File: src/rtl/exec_sequencer_if.sv
// Signal bundle between the execution sequencer and fetch, decoder, LSU and CSR unit.
// The sequencer's own FSM state is carried on dbg_state_o for observation only.
interface exec_sequencer_if;
  logic       instr_valid_i;
  logic       instr_ack_o;
  logic       cycle_counter_o;
  logic       jump_inst_i;
  logic       branch_inst_i;
  logic       lsu_r_en_i;
  logic       lsu_w_en_i;
  logic       rf_we_i;
  logic       ecall_i;
  logic       ebreak_i;
  logic       mret_i;
  logic       illegal_i;
  logic       branch_cond_i;
  logic       lsu_done_i;
  logic       lsu_req_o;
  logic       rf_we_o;
  logic       pc_we_o;
  logic [1:0] pc_sel_o;
  logic       irq_i;
  logic       trap_o;
  logic [3:0] trap_cause_o;
  logic       trap_irq_o;
  logic [2:0] dbg_state_o;

  // lsu_req_o is a level request held until the cycle lsu_done_i is seen high;
  // instr_valid_i is held by fetch until the single-cycle instr_ack_o retire pulse.
  modport slave (
    input  instr_valid_i, jump_inst_i, branch_inst_i, lsu_r_en_i, lsu_w_en_i,
           rf_we_i, ecall_i, ebreak_i, mret_i, illegal_i, branch_cond_i,
           lsu_done_i, irq_i,
    output instr_ack_o, cycle_counter_o, lsu_req_o, rf_we_o, pc_we_o, pc_sel_o,
           trap_o, trap_cause_o, trap_irq_o, dbg_state_o
  );

  modport master (
    output instr_valid_i, jump_inst_i, branch_inst_i, lsu_r_en_i, lsu_w_en_i,
           rf_we_i, ecall_i, ebreak_i, mret_i, illegal_i, branch_cond_i,
           lsu_done_i, irq_i,
    input  instr_ack_o, cycle_counter_o, lsu_req_o, rf_we_o, pc_we_o, pc_sel_o,
           trap_o, trap_cause_o, trap_irq_o, dbg_state_o
  );
endinterface

File: src/rtl/exec_sequencer.sv
// Multi-cycle execution controller: sequences decoder cycles, LSU handshake, PC load and traps.
// Optional LSU request timeout enabled by defining SEQ_LSU_TIMEOUT_EN.
module exec_sequencer #(
  parameter int LSU_TIMEOUT = 16
) (
  input  logic             clk,
  input  logic             rst,
  exec_sequencer_if.slave  bus
);

  typedef enum logic [2:0] {
    S_IDLE = 3'd0,
    S_CYC0 = 3'd1,
    S_CYC1 = 3'd2,
    S_MEM  = 3'd3,
    S_TRAP = 3'd4
  } state_e;

  localparam logic [1:0] PC_INC  = 2'd0;
  localparam logic [1:0] PC_ALU  = 2'd1;
  localparam logic [1:0] PC_TRAP = 2'd2;
  localparam logic [1:0] PC_MEPC = 2'd3;

  state_e     state_q, state_d;
  logic [3:0] cause_q, cause_d;
  logic       irq_q, irq_d;
  logic       lsu_timeout;

  always_ff @(posedge clk) begin
    if (rst) begin
      state_q <= S_IDLE;
      cause_q <= 4'd0;
      irq_q   <= 1'b0;
    end else begin
      state_q <= state_d;
      cause_q <= cause_d;
      irq_q   <= irq_d;
    end
  end

  always_comb begin
    state_d             = state_q;
    cause_d             = cause_q;
    irq_d               = irq_q;
    bus.instr_ack_o     = 1'b0;
    bus.cycle_counter_o = 1'b0;
    bus.lsu_req_o       = 1'b0;
    bus.rf_we_o         = 1'b0;
    bus.pc_we_o         = 1'b0;
    bus.pc_sel_o        = PC_INC;
    bus.trap_o          = 1'b0;
    bus.trap_cause_o    = 4'd0;
    bus.trap_irq_o      = 1'b0;

    case (state_q)
      S_IDLE: begin
        // Interrupts are only taken between instructions.
        if (bus.instr_valid_i) begin
          if (bus.irq_i) begin
            state_d = S_TRAP;
            cause_d = 4'd11;
            irq_d   = 1'b1;
          end else begin
            state_d = S_CYC0;
          end
        end
      end

      S_CYC0: begin
        if (bus.illegal_i) begin
          state_d = S_TRAP;
          cause_d = 4'd2;
          irq_d   = 1'b0;
        end else if (bus.ebreak_i) begin
          state_d = S_TRAP;
          cause_d = 4'd3;
          irq_d   = 1'b0;
        end else if (bus.ecall_i) begin
          state_d = S_TRAP;
          cause_d = 4'd11;
          irq_d   = 1'b0;
        end else if (bus.mret_i) begin
          bus.pc_sel_o    = PC_MEPC;
          bus.pc_we_o     = 1'b1;
          bus.instr_ack_o = 1'b1;
          state_d         = S_IDLE;
        end else if (bus.lsu_r_en_i || bus.lsu_w_en_i) begin
          bus.lsu_req_o = 1'b1;
          if (bus.lsu_done_i) begin
            bus.rf_we_o     = bus.rf_we_i;
            bus.pc_we_o     = 1'b1;
            bus.instr_ack_o = 1'b1;
            state_d         = S_IDLE;
          end else begin
            state_d = S_MEM;
          end
        end else if (bus.jump_inst_i) begin
          bus.rf_we_o = bus.rf_we_i;
          state_d     = S_CYC1;
        end else if (bus.branch_inst_i) begin
          if (bus.branch_cond_i) begin
            state_d = S_CYC1;
          end else begin
            bus.pc_we_o     = 1'b1;
            bus.instr_ack_o = 1'b1;
            state_d         = S_IDLE;
          end
        end else begin
          bus.rf_we_o     = bus.rf_we_i;
          bus.pc_we_o     = 1'b1;
          bus.instr_ack_o = 1'b1;
          state_d         = S_IDLE;
        end
      end

      S_CYC1: begin
        bus.cycle_counter_o = 1'b1;
        bus.pc_sel_o        = PC_ALU;
        bus.pc_we_o         = 1'b1;
        bus.instr_ack_o     = 1'b1;
        state_d             = S_IDLE;
      end

      S_MEM: begin
        // A done in the same cycle as the timeout still completes the access.
        if (bus.lsu_done_i) begin
          bus.lsu_req_o   = 1'b1;
          bus.rf_we_o     = bus.rf_we_i;
          bus.pc_we_o     = 1'b1;
          bus.instr_ack_o = 1'b1;
          state_d         = S_IDLE;
        end else if (lsu_timeout) begin
          state_d = S_TRAP;
          cause_d = bus.lsu_r_en_i ? 4'd5 : 4'd7;
          irq_d   = 1'b0;
        end else begin
          bus.lsu_req_o = 1'b1;
        end
      end

      S_TRAP: begin
        bus.trap_o       = 1'b1;
        bus.trap_cause_o = cause_q;
        bus.trap_irq_o   = irq_q;
        bus.pc_sel_o     = PC_TRAP;
        bus.pc_we_o      = 1'b1;
        state_d          = S_IDLE;
      end

      default: state_d = S_IDLE;
    endcase
  end

`ifdef SEQ_LSU_TIMEOUT_EN
  localparam int CNT_W = (LSU_TIMEOUT > 2) ? $clog2(LSU_TIMEOUT) : 1;

  logic [CNT_W-1:0] cnt_q, cnt_d;
  logic             mem_enter;

  assign mem_enter   = (state_q == S_CYC0) && (state_d == S_MEM);
  assign lsu_timeout = (state_q == S_MEM) && !bus.lsu_done_i &&
                       (cnt_q == CNT_W'(LSU_TIMEOUT - 1));

  always_comb begin
    cnt_d = cnt_q;
    if (mem_enter) begin
      cnt_d = '0;
    end else if ((state_q == S_MEM) && !bus.lsu_done_i) begin
      cnt_d = cnt_q + 1'b1;
    end
  end

  always_ff @(posedge clk) begin
    if (rst) begin
      cnt_q <= '0;
    end else begin
      cnt_q <= cnt_d;
    end
  end
`else
  // Without the timeout the request is held for as long as the LSU needs.
  assign lsu_timeout = (LSU_TIMEOUT < 0);
`endif

  assign bus.dbg_state_o = state_q;

endmodule

File: src/flat_wrapper.sv
// flat-port wrapper written by rule: the top's interface ports become plain ports
module exec_sequencer_flat 
#(
  parameter int LSU_TIMEOUT = 16
)
  (clk, rst, bus_instr_valid_i, bus_jump_inst_i, bus_branch_inst_i, bus_lsu_r_en_i, bus_lsu_w_en_i, bus_rf_we_i, bus_ecall_i, bus_ebreak_i, bus_mret_i, bus_illegal_i, bus_branch_cond_i, bus_lsu_done_i, bus_irq_i, bus_instr_ack_o, bus_cycle_counter_o, bus_lsu_req_o, bus_rf_we_o, bus_pc_we_o, bus_pc_sel_o, bus_trap_o, bus_trap_cause_o, bus_trap_irq_o, bus_dbg_state_o);
  exec_sequencer_if bus_i ();
  input  logic clk;
  input  logic rst;
  input wire logic [$bits(bus_i.instr_valid_i)-1:0] bus_instr_valid_i;
  input wire logic [$bits(bus_i.jump_inst_i)-1:0] bus_jump_inst_i;
  input wire logic [$bits(bus_i.branch_inst_i)-1:0] bus_branch_inst_i;
  input wire logic [$bits(bus_i.lsu_r_en_i)-1:0] bus_lsu_r_en_i;
  input wire logic [$bits(bus_i.lsu_w_en_i)-1:0] bus_lsu_w_en_i;
  input wire logic [$bits(bus_i.rf_we_i)-1:0] bus_rf_we_i;
  input wire logic [$bits(bus_i.ecall_i)-1:0] bus_ecall_i;
  input wire logic [$bits(bus_i.ebreak_i)-1:0] bus_ebreak_i;
  input wire logic [$bits(bus_i.mret_i)-1:0] bus_mret_i;
  input wire logic [$bits(bus_i.illegal_i)-1:0] bus_illegal_i;
  input wire logic [$bits(bus_i.branch_cond_i)-1:0] bus_branch_cond_i;
  input wire logic [$bits(bus_i.lsu_done_i)-1:0] bus_lsu_done_i;
  input wire logic [$bits(bus_i.irq_i)-1:0] bus_irq_i;
  output wire logic [$bits(bus_i.instr_ack_o)-1:0] bus_instr_ack_o;
  output wire logic [$bits(bus_i.cycle_counter_o)-1:0] bus_cycle_counter_o;
  output wire logic [$bits(bus_i.lsu_req_o)-1:0] bus_lsu_req_o;
  output wire logic [$bits(bus_i.rf_we_o)-1:0] bus_rf_we_o;
  output wire logic [$bits(bus_i.pc_we_o)-1:0] bus_pc_we_o;
  output wire logic [$bits(bus_i.pc_sel_o)-1:0] bus_pc_sel_o;
  output wire logic [$bits(bus_i.trap_o)-1:0] bus_trap_o;
  output wire logic [$bits(bus_i.trap_cause_o)-1:0] bus_trap_cause_o;
  output wire logic [$bits(bus_i.trap_irq_o)-1:0] bus_trap_irq_o;
  output wire logic [$bits(bus_i.dbg_state_o)-1:0] bus_dbg_state_o;
  assign bus_i.instr_valid_i = bus_instr_valid_i;
  assign bus_i.jump_inst_i = bus_jump_inst_i;
  assign bus_i.branch_inst_i = bus_branch_inst_i;
  assign bus_i.lsu_r_en_i = bus_lsu_r_en_i;
  assign bus_i.lsu_w_en_i = bus_lsu_w_en_i;
  assign bus_i.rf_we_i = bus_rf_we_i;
  assign bus_i.ecall_i = bus_ecall_i;
  assign bus_i.ebreak_i = bus_ebreak_i;
  assign bus_i.mret_i = bus_mret_i;
  assign bus_i.illegal_i = bus_illegal_i;
  assign bus_i.branch_cond_i = bus_branch_cond_i;
  assign bus_i.lsu_done_i = bus_lsu_done_i;
  assign bus_i.irq_i = bus_irq_i;
  assign bus_instr_ack_o = bus_i.instr_ack_o;
  assign bus_cycle_counter_o = bus_i.cycle_counter_o;
  assign bus_lsu_req_o = bus_i.lsu_req_o;
  assign bus_rf_we_o = bus_i.rf_we_o;
  assign bus_pc_we_o = bus_i.pc_we_o;
  assign bus_pc_sel_o = bus_i.pc_sel_o;
  assign bus_trap_o = bus_i.trap_o;
  assign bus_trap_cause_o = bus_i.trap_cause_o;
  assign bus_trap_irq_o = bus_i.trap_irq_o;
  assign bus_dbg_state_o = bus_i.dbg_state_o;
  exec_sequencer #(.LSU_TIMEOUT(LSU_TIMEOUT)) u_core (.clk(clk), .rst(rst), .bus(bus_i));
endmodule
File: config.mk
export PLATFORM = sky130hd
export DESIGN_NAME = exec_sequencer_flat
export DESIGN_NICKNAME = d
export VERILOG_FILES = /design/src/rtl/exec_sequencer_if.sv /design/src/rtl/exec_sequencer.sv /design/src/flat_wrapper.sv
export SDC_FILE = /design/constraint.sdc
export NUM_CORES = 1
export LEC_CHECK = 0
export ABC_AREA = 1
export CELL_PAD_IN_SITES_DETAIL_PLACEMENT = 1
export CELL_PAD_IN_SITES_GLOBAL_PLACEMENT = 2
export CORE_MARGIN = 3
export CORE_UTILIZATION = 18
export DETAILED_ROUTE_END_ITERATION = 10
export GPL_TIMING_DRIVEN = 0
export PLACE_DENSITY_LB_ADDON = 0.1
export SETUP_SLACK_MARGIN = 0.15
export SYNTH_ARGS = -nofsm -noshare
export SYNTH_HDL_FRONTEND = slang
export SYNTH_SLANG_ARGS = --single-unit
File: constraint.sdc
create_clock -name clk -period 1.3 [get_ports clk]
set_input_delay 0.195 -clock clk [delete_from_list [all_inputs] [get_ports clk]]
set_output_delay 0.195 -clock clk [all_outputs]
set_load 0.02 [all_outputs]
==> impl_metrics.py <==
metrics = {
    "clock_tree": {
        "cts_num_sinks": 7,
        "cts.htree.levels": 1,
        "worst_skew_pair.late_latency_ns": 0.24,
        "path_clk_slew_ns": 0.05,
        "cts_tree": "built",
        "cts_max_path_buffers": 2,
        "cts_buffers": 3,
        "root_buffer": "clkbuf_4",
    },
    "route": {
        "detail_route_antenna_nets": 0,
        "detailedRoute.firstIterationViolations": 8,
        "average_wire_per_cell_in_the_routed_design_um": 11.4,
        "vias": 672,
        "drc": 0,
        "drt-total-wl_mm": 1.81,
        "drt_pass1_iterations": 3,
        "route.detailed.vias_per_inst": 4.23,
    },
    "worst_setup_path": {
        "critical_path.max_fanout": 4,
        "timing.critical_path.arrival_ns": 1.34,
        "critPathLaunchType": "flip-flop",
        "setup.reg_to_reg.worst_slack_ns": 0.06,
        "endpoint_kind": "output port",
        "timing_worst_setup_path_type": "flip-flop to output port",
        "critPathRequiredTime_ns": 1.11,
    },
    "die": {
        "fp.coreArea_um2": 2810,
        "floorplan.io_pins": 31,
        "placementRows": 19,
        "design.die.area_um2": 3690,
        "die_height_um": 60.7,
        "initial_core_util_pct": 19.2,
        "die_w_um": 60.7,
    },
    "placement": {
        "gpl.final_weighted_congestion": 0.648,
        "cell_total_after_placement": 141,
        "dp_hpwl_mm": 1.42,
        "port_buffers": 29,
    },
    "yosys": {
        "netlist_area_um2": 539,
        "post-synth-top-area-fraction_pct": 26.0,
        "synth_warn": 0,
        "synth_top_cells_by_count": "15 x inv_1, 12 x nand2_1, 11 x nor2_1, 7 x dfxtp_1, 6 x a21oi_1",
        "seq_total_area_yosys_pct": 26.0,
        "synth.area.top_cells": "dfxtp_1 26%, inv_1 10%, nand2_1 8.4%, nor2_1 7.7%, a21oi_1 5.6%",
        "synth_ff_type": "dfxtp_1",
        "number_of_synthesized_flops_with_an_enable_pin": 0,
        "yosys_register_bits": 7,
        "yosysTopAreaCell": "dfxtp_1",
        "yosysMostFrequentCell": "inv_1",
        "synth.lib_cells_used.distinct": 24,
        "synthesized_area_per_cell_um2": 6.66,
        "asyncSetResetFlopFracSynth_pct": 0,
        "synth_nets": 96,
        "synthesis.instances": 81,
    },
    "timing": {
        "worst_slack_ns": -0.232,
        "timing.hold.ws_ns": 0.415,
        "final-setup-viol-count": 10,
        "rsz0062_at_grt": "yes",
        "post-route-period-util_pct": 118,
        "post-route-min-period_ns": 1.53,
        "hold_viol": 0,
        "clock_skew_ns": 0.000491,
        "finalMaxSlewViolations": 0,
        "fmaxAchievable_mhz": 653,
    },
    "layout": {
        "drive_above_1_share_pct": 64.1,
        "syn_to_final_growth_pct": 129,
        "stdcell_count": 159,
        "insertedDiodeCount": 0,
        "layout.nets": 144,
        "fillCellCount": 338,
        "final-seq-area_um2": 151,
        "multi_input_comb_area_um2": 513,
        "utilization_pct": 44.1,
    },
    "run_status": {
        "failed_checks": "negative setup slack",
        "status": "finished, violations left",
    },
    "min_path": {
        "classification_of_the_worst_slack_hold_path": "input port to flip-flop",
    },
    "grt": {
        "grt_pass1_vias": 651,
        "grt_antenna_before_repair": 0,
        "grt_pass1_wl_mm": 2.76,
        "grt-ovfl-total": 0,
        "grt_start_max_net_pins": 7,
        "globalRouteTotalUtil_pct": 10.1,
    },
    "flow_run": {
        "drv_cap": 0,
    },
    "power": {
        "p_per_area_nw_per_um2": 639,
        "vdd_drop_max_mv": 0.239,
        "totalPowerFinal_uw": 789,
        "leakagePower_uw": 0.000589,
    },
}
flip-flops by register name (all words and copies together) (netlist names):
name and cells:
u_core.irq_q 1, u_core.bus.dbg_state_o 3, u_core.cause_q 3
worst paths after layout:
| kind | start | endpoint | cells after the start |
|---|---|---|---|
| setup / recovery | u_core.bus.dbg_state_o[1] | bus_rf_we_o | 6 |
| hold reg to reg | u_core.irq_q | u_core.irq_q | 2 |
| hold / removal | bus_ebreak_i | u_core.cause_q[3] | 6 |
| setup reg to reg | u_core.bus.dbg_state_o[0] | u_core.bus.dbg_state_o[0] | 9 |
repair_timing:
item                                    in CTS  in global routing
endpoints found under the setup margin      22                 21
buffers inserted                             5                  9
pin swaps                                   11                  9
resized for setup                           99                 27
hold buffers                                 0                  0
routing by layer:
| layer | vias up | wire length, um | GRT usage (%) |
|---|---|---|---|
| li1 | 354 | - | - |
| met1 | 295 | 789 | 12.3 |
| met2 | 21 | 907 | 17.6 |
| met3 | 2 | 83 | 1.28 |
| met4 | 0 | 26 | 4.64 |
| met5 | - | 0 | 0 |
power by group:
group	internal, uW	switching (uW)
Sequential	232	16.8
Clock	117	78.2
Combinational	161	184
per-stage QoR:
step	TNS [ns]	area, um^2	setup WS, ns
2_1_floorplan	-0.0221	616	-0.0221
3_3_place_gp	-6.59	945	-0.905
3_5_place_dp	-6.81	945	-0.894
4_1_cts	-1.77	1080	-0.297
5_1_grt	-2.81	1240	-0.314
6_report	-1.96	1240	-0.232
cells in the final DEF (no fill, tap or decap), types with 3 or more instances in the layout:
master / instances
dlygate4sd2_1: 4
buf_4: 12
a21oi_2: 4
nand2_4: 5
inv_1: 10
nand2_1: 5
nand2_2: 7
nor2_4: 8
dfxtp_1: 4
a21oi_1: 3
buf_6: 15
clkbuf_4: 3
inv_2: 5
clkdlybuf4s50_1: 8
dfxtp_4: 3
cells by family after synthesis:
family                 count (synthesis)  share of synthesized area, %
and+or+nand+nor                       41                          44.8
DFF                                    7                          26.0
AOI/OAI and AO/OA                     14                          15.3
buffers and inverters                 18                          13.2
other                                  1                         0.695
critical path: stages, from the launching register on:
cell	delay, ns
dfxtp_4	0.35
nor2_4	0.13
nand2_4	0.09
nor2_8	0.12
o2111ai_4	0.11
a21oi_2	0.15
buf_4	0.15
layout make-up:
class	instances	share of cell area [%]
Multi-Input combinational cell	56	41.5
Timing Repair Buffer	43	34.6
Inverter	17	5.77
Buffer	1	0.607
Tap cell	31	3.14
Sequential cell	7	12.2
Clock buffer	4	2.13
Power figures use the tool's default switching activity.
